`src/rtl/mul_wb_buffer_pkg.sv`:
```
// Shared types and constants for the multiplier writeback buffer.
package mul_wb_buffer_pkg;

    localparam int MUL_STAGES   = 5;
    localparam int MUL_WB_DEPTH = 4;

    localparam int ROB_ID_W    = 5;
    localparam int PC_W        = 32;
    localparam int REG_ADDR_W  = 5;
    localparam int REG_DATA_W  = 32;

    typedef struct packed {
        logic       valid;
        logic [3:0] cause;
    } fetch_xcpt_t;

    typedef struct packed {
        logic valid;
        logic illegal_instr;
    } decode_xcpt_t;

    typedef struct packed {
        logic valid;
        logic overflow;
    } mul_xcpt_t;

    // One buffered mul result, stored as a single packed word.
    typedef struct packed {
        logic [ROB_ID_W-1:0]   id;
        logic [PC_W-1:0]       pc;
        logic [REG_ADDR_W-1:0] dest;
        logic [REG_DATA_W-1:0] data;
        fetch_xcpt_t           xcpt_fetch;
        decode_xcpt_t          xcpt_decode;
        mul_xcpt_t             xcpt_mul;
    } mul_wb_entry_t;

endpackage

```
`src/rtl/mul_wb_fifo.sv`:
```
// Generic storage array with read/write pointers and an occupancy counter.
// Full/empty come from the counter so pointers can wrap freely.
module mul_wb_fifo #(
    parameter int DEPTH = 4,
    parameter int WIDTH = 8
) (
    input  logic                    clock,
    input  logic                    reset,
    input  logic                    flush,
    input  logic                    push,
    input  logic                    pop,
    input  logic [WIDTH-1:0]        wr_data,
    output logic [WIDTH-1:0]        rd_data,
    output logic [$clog2(DEPTH):0]  count,
    output logic                    empty,
    output logic                    full
);

    localparam int PTR_W = (DEPTH > 1) ? $clog2(DEPTH) : 1;
    localparam int CNT_W = $clog2(DEPTH) + 1;

    logic [WIDTH-1:0] mem [DEPTH];
    logic [PTR_W-1:0] wr_ptr;
    logic [PTR_W-1:0] rd_ptr;
    logic             wr_en;
    logic             rd_en;

    assign empty   = (count == '0);
    assign full    = (count == CNT_W'(DEPTH));
    // A pop on an empty buffer is ignored; a push into a full buffer only
    // lands when the head leaves in the same cycle, otherwise it is dropped.
    assign rd_en   = pop && !empty;
    assign wr_en   = push && (!full || rd_en);
    assign rd_data = mem[rd_ptr];

    // Storage array; cleared on reset so the head reads as zero.
    always_ff @(posedge clock or posedge reset) begin
        if (reset) begin
            for (int i = 0; i < DEPTH; i++) begin
                mem[i] <= '0;
            end
        end else if (wr_en && !flush) begin
            mem[wr_ptr] <= wr_data;
        end
    end

    // Pointers and occupancy; flush overrides any push or pop.
    always_ff @(posedge clock or posedge reset) begin
        if (reset) begin
            wr_ptr <= '0;
            rd_ptr <= '0;
            count  <= '0;
        end else if (flush) begin
            wr_ptr <= '0;
            rd_ptr <= '0;
            count  <= '0;
        end else begin
            if (wr_en) begin
                wr_ptr <= wr_ptr + PTR_W'(1);
            end
            if (rd_en) begin
                rd_ptr <= rd_ptr + PTR_W'(1);
            end
            case ({wr_en, rd_en})
                2'b10:   count <= count + CNT_W'(1);
                2'b01:   count <= count - CNT_W'(1);
                default: count <= count;
            endcase
        end
    end

endmodule

```
`src/rtl/mul_wb_buffer.sv`:
```
// Writeback buffer at the tail of the multiplier pipeline. Captures each
// result leaving the last mul stage, presents the oldest one to the ROB, and
// throttles mul issue with a credit count since the pipeline cannot stall.
//
// ROB handshake: rob_valid_out means the rob_* fields hold the oldest entry
// and stay stable until taken; the entry is taken at a rising edge where
// rob_valid_out and rob_ready_in are both high. rob_ready_in may be high at
// any time and has no effect while rob_valid_out is low.
module mul_wb_buffer
    import mul_wb_buffer_pkg::*;
#(
    parameter int DEPTH      = MUL_WB_DEPTH,
    parameter int MUL_STAGES = mul_wb_buffer_pkg::MUL_STAGES
) (
    input  logic                  clock,
    input  logic                  reset,
    input  logic                  flush_in,
    input  logic                  mul_issue_in,
    output logic                  mul_stall_out,
    input  logic                  instr_valid_in,
    input  logic [ROB_ID_W-1:0]   instr_id_in,
    input  logic [PC_W-1:0]       program_counter_in,
    input  logic [REG_ADDR_W-1:0] dest_reg_in,
    input  logic [REG_DATA_W-1:0] data_result_in,
    input  fetch_xcpt_t           xcpt_fetch_in,
    input  decode_xcpt_t          xcpt_decode_in,
    input  mul_xcpt_t             xcpt_mul_in,
    output logic                  rob_valid_out,
    input  logic                  rob_ready_in,
    output logic [ROB_ID_W-1:0]   rob_instr_id_out,
    output logic [PC_W-1:0]       rob_program_counter_out,
    output logic [REG_ADDR_W-1:0] rob_dest_reg_out,
    output logic [REG_DATA_W-1:0] rob_data_result_out,
    output fetch_xcpt_t           rob_xcpt_fetch_out,
    output decode_xcpt_t          rob_xcpt_decode_out,
    output mul_xcpt_t             rob_xcpt_mul_out
);

    localparam int ENTRY_W = $bits(mul_wb_entry_t);
    localparam int OCC_W   = $clog2(DEPTH) + 1;
    localparam int IF_W    = $clog2(MUL_STAGES + 1) + 1;
    localparam int SUM_W   = ((OCC_W > IF_W) ? OCC_W : IF_W) + 1;

    mul_wb_entry_t     in_entry;
    mul_wb_entry_t     head_entry;
    logic [ENTRY_W-1:0] head_bits;
    logic [OCC_W-1:0]  occupancy;
    logic [IF_W-1:0]   inflight;
    logic              fifo_empty;
    logic              fifo_full;

    assign in_entry = '{
        id:          instr_id_in,
        pc:          program_counter_in,
        dest:        dest_reg_in,
        data:        data_result_in,
        xcpt_fetch:  xcpt_fetch_in,
        xcpt_decode: xcpt_decode_in,
        xcpt_mul:    xcpt_mul_in
    };

    mul_wb_fifo #(
        .DEPTH (DEPTH),
        .WIDTH (ENTRY_W)
    ) u_fifo (
        .clock   (clock),
        .reset   (reset),
        .flush   (flush_in),
        .push    (instr_valid_in),
        .pop     (rob_ready_in),
        .wr_data (in_entry),
        .rd_data (head_bits),
        .count   (occupancy),
        .empty   (fifo_empty),
        .full    (fifo_full)
    );

    assign head_entry              = mul_wb_entry_t'(head_bits);
    assign rob_valid_out           = !fifo_empty;
    assign rob_instr_id_out        = head_entry.id;
    assign rob_program_counter_out = head_entry.pc;
    assign rob_dest_reg_out        = head_entry.dest;
    assign rob_data_result_out     = head_entry.data;
    assign rob_xcpt_fetch_out      = head_entry.xcpt_fetch;
    assign rob_xcpt_decode_out     = head_entry.xcpt_decode;
    assign rob_xcpt_mul_out        = head_entry.xcpt_mul;

    // Count of mul instructions issued but not yet arrived. The decrement
    // holds at zero so an unmatched arrival cannot wrap the count and
    // wedge the stall high.
    always_ff @(posedge clock or posedge reset) begin
        if (reset) begin
            inflight <= '0;
        end else if (flush_in) begin
            inflight <= '0;
        end else begin
            case ({mul_issue_in, instr_valid_in})
                2'b10:   inflight <= inflight + IF_W'(1);
                2'b01:   inflight <= (inflight != '0) ? inflight - IF_W'(1) : inflight;
                default: inflight <= inflight;
            endcase
        end
    end

    // Every buffered or in-flight instruction holds a slot; stop issue when
    // all slots are spoken for.
    assign mul_stall_out = (SUM_W'(occupancy) + SUM_W'(inflight)) >= SUM_W'(DEPTH);

    // Issue must respect the stall.
    issue_while_stalled_a : assert property (
        @(posedge clock) disable iff (reset || flush_in)
        !(mul_issue_in && mul_stall_out)
    );

    // An arrival into a full buffer with no pop cannot happen under the
    // credit rule; if it did, the entry would be dropped.
    arrival_into_full_a : assert property (
        @(posedge clock) disable iff (reset || flush_in)
        !(instr_valid_in && fifo_full && !rob_ready_in)
    );

endmodule

```
`config.mk`:
```
export PLATFORM = sky130hd
export DESIGN_NAME = mul_wb_buffer
export DESIGN_NICKNAME = d
export VERILOG_FILES = /design/src/rtl/mul_wb_buffer_pkg.sv /design/src/rtl/mul_wb_fifo.sv /design/src/rtl/mul_wb_buffer.sv
export SDC_FILE = /design/constraint.sdc
export NUM_CORES = 1
export LEC_CHECK = 0
export CORE_MARGIN = 2
export CORE_UTILIZATION = 65
export CTS_BUF_LIST = sky130_fd_sc_hd__clkbuf_8
export CTS_CLUSTER_SIZE = 25
export DETAILED_ROUTE_END_ITERATION = 8
export DONT_BUFFER_PORTS = 1
export GPL_TIMING_DRIVEN = 0
export PLACE_DENSITY = 0.87
export RECOVER_POWER = 25
export SETUP_SLACK_MARGIN = 0.4
export SYNTH_ARGS = -nofsm -noshare
export SYNTH_HDL_FRONTEND = slang
export SYNTH_SLANG_ARGS = --single-unit
```
`constraint.sdc`:
```
create_clock -name clock -period 32.4 [get_ports clock]
set_input_delay 6.48 -clock clock [delete_from_list [all_inputs] [get_ports clock]]
set_output_delay 6.48 -clock clock [all_outputs]
set_load 0.02 [all_outputs]
```
### Word-level counts from Yosys, hierarchy flattened

Cells that the tools add are included.

* add/subtract/negate cells: 7
* order comparisons: 4
* equal/unequal tests: 6
* muxes and demuxes: 15
* bitwise logic cells: 2
* reduce and logical (&&, ||, !) cells: 15

Operators by type and width (number)
* bitwise mux 332 bit: 1
* two-way mux 83 bit: 3
* binary-select mux 83 bit (select 2 bit): 1
* demux 83 bit (select 2 bit): 1
* two-way mux 2 bit: 4
* two-way mux 4 bit: 2
* case mux 4 bit (2 select lines): 1
* greater-or-equal comparator 3 bit (second input constant): 2
* NOT 2 -> 3 bit: 2
* case mux 3 bit (2 select lines): 1
* nonzero test 3 bit: 2
* adder 3 x 4 -> 5 bit: 1
* greater-or-equal comparator 5 x 3 -> 1 bit (second input constant): 1
* adder 2 x 1 -> 2 bit (second input constant): 2
* adder 4 x 1 -> 4 bit (second input constant): 1
* equality test 2 x 1 -> 1 bit (second input constant): 2
* equality test 2 bit (second input constant): 2
* logical AND 1 bit: 4
* nonzero test 2 bit: 2
* nonzero test 4 bit: 1
* subtractor 4 x 1 -> 4 bit (second input constant): 1
* adder 3 x 1 -> 3 bit (second input constant): 1
* equality test 3 bit (second input constant): 1
* zero test 1 bit: 3
* 7 further kinds: 7

* register bits after elaboration: 343
* input bits: 89
* output and inout bits: 85
* word-level logic and storage cells: 57

### Depth between registers and ports, before layout

Gate-level depths: netlist (run 1).

* word-level depth: 8
* mapped depth: 8
* mapped depth without buffers: 7

### Modules after synthesis

A second synthesis (run 1) with hierarchy kept.

* cell total of the unflattened synthesis: 906
* area, all modules: 15353.5 um2

By module, submodules not included
* mul_wb_fifo: times used 1, cells an instance 864, area an instance 14966.9 um2, sequential area each 8483.1 um2
* mul_wb_buffer: times used 1, cells an instance 42, area an instance 386.6 um2, sequential area each 100.1 um2

### Least setup slack after synthesis (run 1)

No wires, ideal clock.

* path kind: flip-flop to output port
* from: register u_fifo.rd_ptr[1]
* to: output port rob_data_result_out[10]
* data arrival time: 1644 ps
* data required time: 25920 ps
* path slack: 24276 ps
* stages on the path, launching flop included: 4
* buffers on the path: 2
* cell sequence: dfrtp_1 clkbuf_1 buf_2 mux4_2

* longest elaborated chain between the ends: 4

Ends and longest elaborated chain
* start, declared: RTL line mul_wb_fifo.sv:24 `logic [PTR_W-1:0] rd_ptr;`
* start signal, assigned: RTL line mul_wb_fifo.sv:62 `rd_ptr <= rd_ptr + PTR_W'(1);`
* NOT 2 -> 3 bit (implied by the code): RTL line mul_wb_fifo.sv:34 `assign rd_data = mem[rd_ptr];`
* binary-select mux 83 bit (select 2 bit): RTL line mul_wb_fifo.sv:34
* two-way mux 83 bit (implied by the code) (2 in series): RTL line mul_wb_fifo.sv:34
* end, declared: RTL line mul_wb_buffer.sv:33 `output logic [REG_DATA_W-1:0] rob_data_result_out,`

Every way passes these cells. The select of a mux whose other input is x is not followed.

==> flow_metrics.env, run 1 <==
export IMPL_synth_cell_types=34
export IMPL_fp_coreArea_um2=23300
export IMPL_fin_crit_ns=14.50
export IMPL_p_seq_share_pct=47.1
export IMPL_final_common_cell="dfrtp_1"
export IMPL_ant_nets=0
export IMPL_postCtsSetupBuffers=0
export IMPL_post_route_period_util_pct=44.8
export IMPL_final_nets=1068
export IMPL_start_util_pct=65.6
export IMPL_hold_class="reg2reg"
export IMPL_grt_pass1_vias=8634
export IMPL_post_dp_hpwl_mm=19.1
export IMPL_status="finished with violations"
export IMPL_crit_slowest_cell="clkbuf_1"
export IMPL_wl_per_cell_um=21.7
export IMPL_path_clk_slew_ns=0.06
export IMPL_cts_resized=0
export IMPL_core_rowCount=56
export IMPL_critical_path_buf_inv_count=2
export IMPL_intPower_mw=0.966
export IMPL_maxCapViolCount=2
export IMPL_synth_xor_area_share_pct=0.287
export IMPL_clock_latency_ns=0.57
export IMPL_setup_viol_count_final=0
export IMPL_ys_ff_latch=343
export IMPL_die_w_um=157
export IMPL_violations="max-capacitance violations, max-slew violations"
export IMPL_yosys_warnings=0
export IMPL_fin_skew_ns=0.0182
export IMPL_switching_share_pct=29.6
export IMPL_cp_cell_sequence="clkinvlp_2 > clkbuf_1"
export IMPL_grt_pass1_wl_mm=46.3
export IMPL_max_stage_delay_ns=4.48
export IMPL_slew_headroom_pct=-312
export IMPL_cts_tree="done"
export IMPL_cts_buffers=56
export IMPL_worst_pin_slew_ns=6.18
export IMPL_finalWirelength_mm=28.9
export IMPL_crit_fanout=122
export IMPL_worstSetupEndpointType="asynchronous set/reset pin"
export IMPL_grt_overflow=0
export IMPL_report_final_hold_viol_count=0
export IMPL_p_clk_share_pct=26.5
export IMPL_synth_top_family_by_area="multiplexers"
export IMPL_mostFrequentLayoutCells="343 x dfrtp_1, 333 x mux2_2, 83 x mux4_2, 73 x clkbuf_8, 36 x inv_1"
export IMPL_dieArea_um2=24700
export IMPL_fp_dieH_um=157
export IMPL_viasPerCell=5.94
export IMPL_cts_hold_buf=0
export IMPL_leakage_nw=7.55
export IMPL_cp_start_kind="input port"
export IMPL_pwr_share_comb_pct=26.4
export IMPL_syn_area_um2=15300
export IMPL_p_total_mw=1.37
export IMPL_drv_slew=233
export IMPL_drt_initial_drc_count=302
export IMPL_synth_nets=1008
export IMPL_grt_max_degree=123
export IMPL_syn_inst=907
export IMPL_cp_required_ns=31.55
export IMPL_synth_adder_area_share_pct=1.13
export IMPL_vias=7911
export IMPL_power_switching_mw=0.406
export IMPL_yosys_area_share_simple_pct=1.25
export IMPL_cts_sinks=343
export IMPL_clockRootBuffer="clkbuf_8"
export IMPL_fmax_ghz=0.0690
export IMPL_synth_mux_area_share_pct=36.9
export IMPL_grt_usage_pct=24.3
export IMPL_avgSynthCellArea_um2=16.8
export IMPL_clockBufferDepth=3
export IMPL_drc=0
export IMPL_cts_htree_levels=2
export IMPL_io_pins=174
export IMPL_arrival_ns=13.65
export IMPL_path_class="in2async"
export IMPL_portBuffers=0
export IMPL_drive_gt1_share_pct=53.4
export IMPL_antenna_cells=0
export IMPL_place_congestion=0.793
export IMPL_fin_setup_tns_ns=0
export IMPL_drtPass1Iterations=4
export IMPL_synth_seq_area_share_pct=56.2
export IMPL_vdd_ir_drop_max_mv=0.0531
export IMPL_synthToLayoutAreaGrowth_pct=10.2
export IMPL_rsz0062_at_grt="false"
export IMPL_synth_compound_area_share_pct=0.967
export IMPL_antenna_found_initial=0
export IMPL_powerDensity_nw_per_um2=81.5
export IMPL_cpLargestDelayFamily="buffers and inverters"
[routing by layer]
layer | global-route usage, % | up-vias | routed length, µm
met4 | 6.80 | 0 | 633
met2 | 40.0 | 170 | 14100
li1 | - | 3519 | -
met3 | 7.02 | 54 | 1990
met5 | 0 | - | 0
met1 | 31.9 | 4168 | 12200
[area by class of cell]
cell class / count / area (µm²)
sequential: 343 / 8580
tap: 319 / 399
clock inverter: 31 / 126
buffer: 58 / 458
multi-input combinational: 496 / 6180
inverter: 10 / 38.8
fill: 1484 / 6440
clock buffer: 73 / 1000
timing repair buffer: 2 / 31.3
[power by group through the flow]
stage / combinational, mW / clock (mW) / sequential (mW)
3_5_place_dp: 0.366 / 0 / 0.652
3_3_place_gp: 0.353 / 0 / 0.645
2_1_floorplan: 0.316 / 0 / 0.628
5_1_grt: 0.386 / 0.393 / 0.665
4_1_cts: 0.368 / 0.372 / 0.645
6_report: 0.362 / 0.363 / 0.647
[synth_stat cells]
| master | instances | share of area [%] |
|---|---|---|
| dfrtp_1 | 343 | 56 |
| o21ai_0 | 5 | 0.16 |
| nor2b_1 | 4 | 0.16 |
| mux2_2 | 333 | 25 |
| inv_1 | 10 | 0.25 |
| a21oi_1 | 5 | 0.16 |
| a221oi_1 | 1 | 0.057 |
| a311oi_2 | 1 | 0.098 |
| nand3_1 | 4 | 0.13 |
| and2_1 | 1 | 0.041 |
| mux4_2 | 83 | 12 |
| a211oi_1 | 2 | 0.098 |
| buf_1 | 4 | 0.098 |
| clkbuf_1 | 9 | 0.22 |
| mux2i_1 | 1 | 0.066 |
| nor2_1 | 14 | 0.34 |
| xnor2_1 | 3 | 0.17 |
| nand2b_1 | 3 | 0.12 |
| o31ai_1 | 1 | 0.049 |
| o21bai_1 | 1 | 0.049 |
| nand2_1 | 9 | 0.22 |
| buf_4 | 4 | 0.20 |
| a31oi_1 | 3 | 0.12 |
| buf_2 | 13 | 0.43 |
| and3b_1 | 1 | 0.057 |
| xor2_1 | 2 | 0.11 |
| o2bb2ai_1 | 1 | 0.057 |
| ha_1 | 9 | 0.74 |
| o211ai_1 | 1 | 0.049 |
| buf_6 | 28 | 2.1 |
| nor4_1 | 2 | 0.082 |
| fa_1 | 3 | 0.39 |
| or3_1 | 2 | 0.082 |
| a31o_2 | 1 | 0.057 |
[state kept, by name (all words and copies together) (netlist names)]
| name | flops |
|---|---|
| u_fifo.mem | 332 |
| inflight | 4 |
| u_fifo.count | 3 |
| u_fifo.rd_ptr | 2 |
| u_fifo.wr_ptr | 2 |
[worst reg2reg max path, stage by stage, from the launching register on]
cell	delay, ns
dfrtp_1	0.48
nor2_1	0.33
a21oi_1	0.14
fa_1	0.44
nor4_1	0.35
o21ai_0	0.15
a31oi_1	0.20
[cells by family (layout without fill, tap and decap cells)]
logic type,after synthesis,in the layout
mux,417,417
compound gates,22,22
flops,343,343
simple gates,40,40
xor+xnor,5,5
buf+inv,68,174
fa+ha+maj,12,12
[worst paths after layout]
check	to	from	cells past startpoint	slack (ns)
hold / removal	u_fifo.mem[235]$_DFFE_PP0P_	u_fifo.mem[235]$_DFFE_PP0P_	1	0.50
hold reg to reg	u_fifo.mem[235]$_DFFE_PP0P_	u_fifo.mem[235]$_DFFE_PP0P_	1	0.50
min in group asynchronous	u_fifo.mem[264]$_DFFE_PP0P_	reset	1	7.22
max in group clock	rob_program_counter_out[28]	u_fifo.rd_ptr[1]$_DFFE_PP0P_	3	23.12
setup / recovery	u_fifo.mem[144]$_DFFE_PP0P_	reset	2	17.90
setup reg to reg	u_fifo.count[2]$_DFFE_PP0P_	u_fifo.count[0]$_DFFE_PP0P_	6	30.22
[metrics by stage]
stage	cell area (µm²)	std cells	utilization, %	setup WS (ns)	hold WS, ns
after detailed placement	15700	1228	67.6	23.64	0.488
after floorplan	15300	907	-	16.41	0.474
final	16800	1332	72.3	17.90	0.499
after CTS	16900	1332	72.5	23.01	0.501
after global routing	16800	1332	72.3	15.86	0.508
after global placement	15700	1226	67.3	13.11	0.482
Note: power is estimated with default switching activity, not from simulation.
==> run 2: changes to the inputs <==
==> constraint.sdc (replaced) <==
create_clock -name clock -period 14.8 [get_ports clock]
set_input_delay 2.96 -clock clock [delete_from_list [all_inputs] [get_ports clock]]
set_output_delay 2.96 -clock clock [all_outputs]
set_load 0.02 [all_outputs]
==> flow_metrics.env, run 2 (synthesized netlist as in run 1, its figures left out) <==
export IMPL_leakage_nw=7.56
export IMPL_fmax_ghz=0.165
export IMPL_worst_pin_slew_ns=4.76
export IMPL_final_common_cell="dfrtp_1"
export IMPL_final_nets=1068
export IMPL_layout_cells_non_filler=1332
export IMPL_drv_slew=109
export IMPL_place_ws_ns=9.56
export IMPL_regArea_um2=8580
export IMPL_cp_required_ns=15.44
export IMPL_worstSetupEndpointType="asynchronous set/reset pin"
export IMPL_cts_hold_buf=0
export IMPL_antenna_cells=0
export IMPL_postCtsSetupBuffers=0
export IMPL_drt_initial_drc_count=333
export IMPL_grt_pass1_vias=8634
export IMPL_finalWirelength_mm=28.9
export IMPL_path_class="in2async"
export IMPL_fin_setup_tns_ns=0
export IMPL_powerDensity_nw_per_um2=178
export IMPL_vdd_ir_drop_max_mv=0.116
export IMPL_whs_ns=0.499
export IMPL_antenna_found_initial=0
export IMPL_core_rowCount=56
export IMPL_synthToLayoutAreaGrowth_pct=10.4
export IMPL_vias=7928
export IMPL_portBuffers=0
export IMPL_wl_per_cell_um=21.7
export IMPL_ant_nets=0
export IMPL_fp_dieH_um=157
export IMPL_arrival_ns=6.70
export IMPL_fin_area_um2=16800
export IMPL_grt_max_degree=123
export IMPL_mostFrequentLayoutCells="343 x dfrtp_1, 333 x mux2_2, 83 x mux4_2, 73 x clkbuf_8, 36 x inv_1"
export IMPL_report_final_hold_viol_count=0
export IMPL_clockRootBuffer="clkbuf_8"
export IMPL_cts_htree_levels=2
export IMPL_path_clk_slew_ns=0.06
export IMPL_cp_start_kind="input port"
export IMPL_place_area_um2=15700
export IMPL_setup_viol_count_final=0
export IMPL_cts_sinks=343
export IMPL_multi_input_area_um2=6180
export IMPL_fin_skew_ns=0.0191
export IMPL_drc=0
export IMPL_maxCapViolCount=1
export IMPL_num_fill_cells=1482
export IMPL_hold_class="reg2reg"
export IMPL_grt_pass1_wl_mm=46.3
export IMPL_rsz0062_at_grt="false"
export IMPL_clockBufferDepth=3
export IMPL_start_util_pct=65.6
export IMPL_dieArea_um2=24700
export IMPL_post_dp_hpwl_mm=19.1
export IMPL_p_total_mw=3.00
export IMPL_drtPass1Iterations=4
export IMPL_largest_register="u_fifo.mem"
export IMPL_post_route_period_util_pct=40.9
export IMPL_fin_ws_ns=8.74
export IMPL_reg_top3="u_fifo.mem x332, inflight x4, u_fifo.count x3"
export IMPL_violations="max-capacitance violations, max-slew violations"
export IMPL_status="finished with violations"
export IMPL_crit_fanout=122
export IMPL_grt_usage_pct=24.3
export IMPL_cts_tree="done"
export IMPL_clock_latency_ns=0.57
export IMPL_drive_gt1_share_pct=53.5
export IMPL_cts_buffers=56
export IMPL_largest_reg_flops=332
export IMPL_die_w_um=157
export IMPL_viasPerCell=5.95
export IMPL_slew_headroom_pct=-219
export IMPL_cts_resized=0
export IMPL_grt_overflow=0
export IMPL_final_util_pct=72.4
export IMPL_place_congestion=0.793
export IMPL_place_inst=1228
export IMPL_io_pins=174
export IMPL_fin_crit_ns=6.06
export IMPL_fp_coreArea_um2=23300
[run 2: changes by cell type in the layout (fill, tap and decap cells not counted)]
cell and change:
clkbuf_1 -1, buf_16 +1
[run 2: layout make-up]
cell class	instances	area share, %
timing repair buffer	2	0.327
multi-input combinational	496	36.7
sequential	343	50.9
clock inverter	31	0.750
inverter	10	0.230
clock buffer	73	5.96
tap	319	2.37
buffer	58	2.72
[run 2: where the power goes]
| part | internal, mW | leakage (nW) | switching [mW] |
|---|---|---|---|
| Sequential | 1.26 | 4.29 | 0.155 |
| Combinational | 0.416 | 2.59 | 0.377 |
| Clock | 0.439 | 0.677 | 0.355 |
| Total | 2.12 | 7.56 | 0.888 |
[run 2: worst max-delay path: stages]
cell,delay [ns]
clkinvlp_2,2.64
buf_16,0.44
buf_16,0.44
[run 2: worst paths after layout]
check / from / endpoint / slack [ns] / cells past startpoint
max: reset / u_fifo.mem[139]$_DFFE_PP0P_ / 8.74 / 3
min: u_fifo.mem[235]$_DFFE_PP0P_ / u_fifo.mem[235]$_DFFE_PP0P_ / 0.50 / 1
max reg2reg: u_fifo.count[0]$_DFFE_PP0P_ / u_fifo.count[2]$_DFFE_PP0P_ / 12.62 / 6
min reg2reg: u_fifo.mem[235]$_DFFE_PP0P_ / u_fifo.mem[235]$_DFFE_PP0P_ / 0.50 / 1
max in group clock: u_fifo.rd_ptr[1]$_DFFE_PP0P_ / rob_program_counter_out[28] / 9.03 / 3
min in group asynchronous: reset / u_fifo.mem[264]$_DFFE_PP0P_ / 3.74 / 1
[run 2: layer usage]
| layer | global-route usage, % | up-vias | wire length [µm] |
|---|---|---|---|
| met3 | 7.02 | 52 | 2060 |
| met4 | 6.80 | 0 | 617 |
| met1 | 31.9 | 4181 | 12100 |
| li1 | - | 3516 | - |
| met2 | 40.0 | 179 | 14100 |
| met5 | 0 | - | 0 |
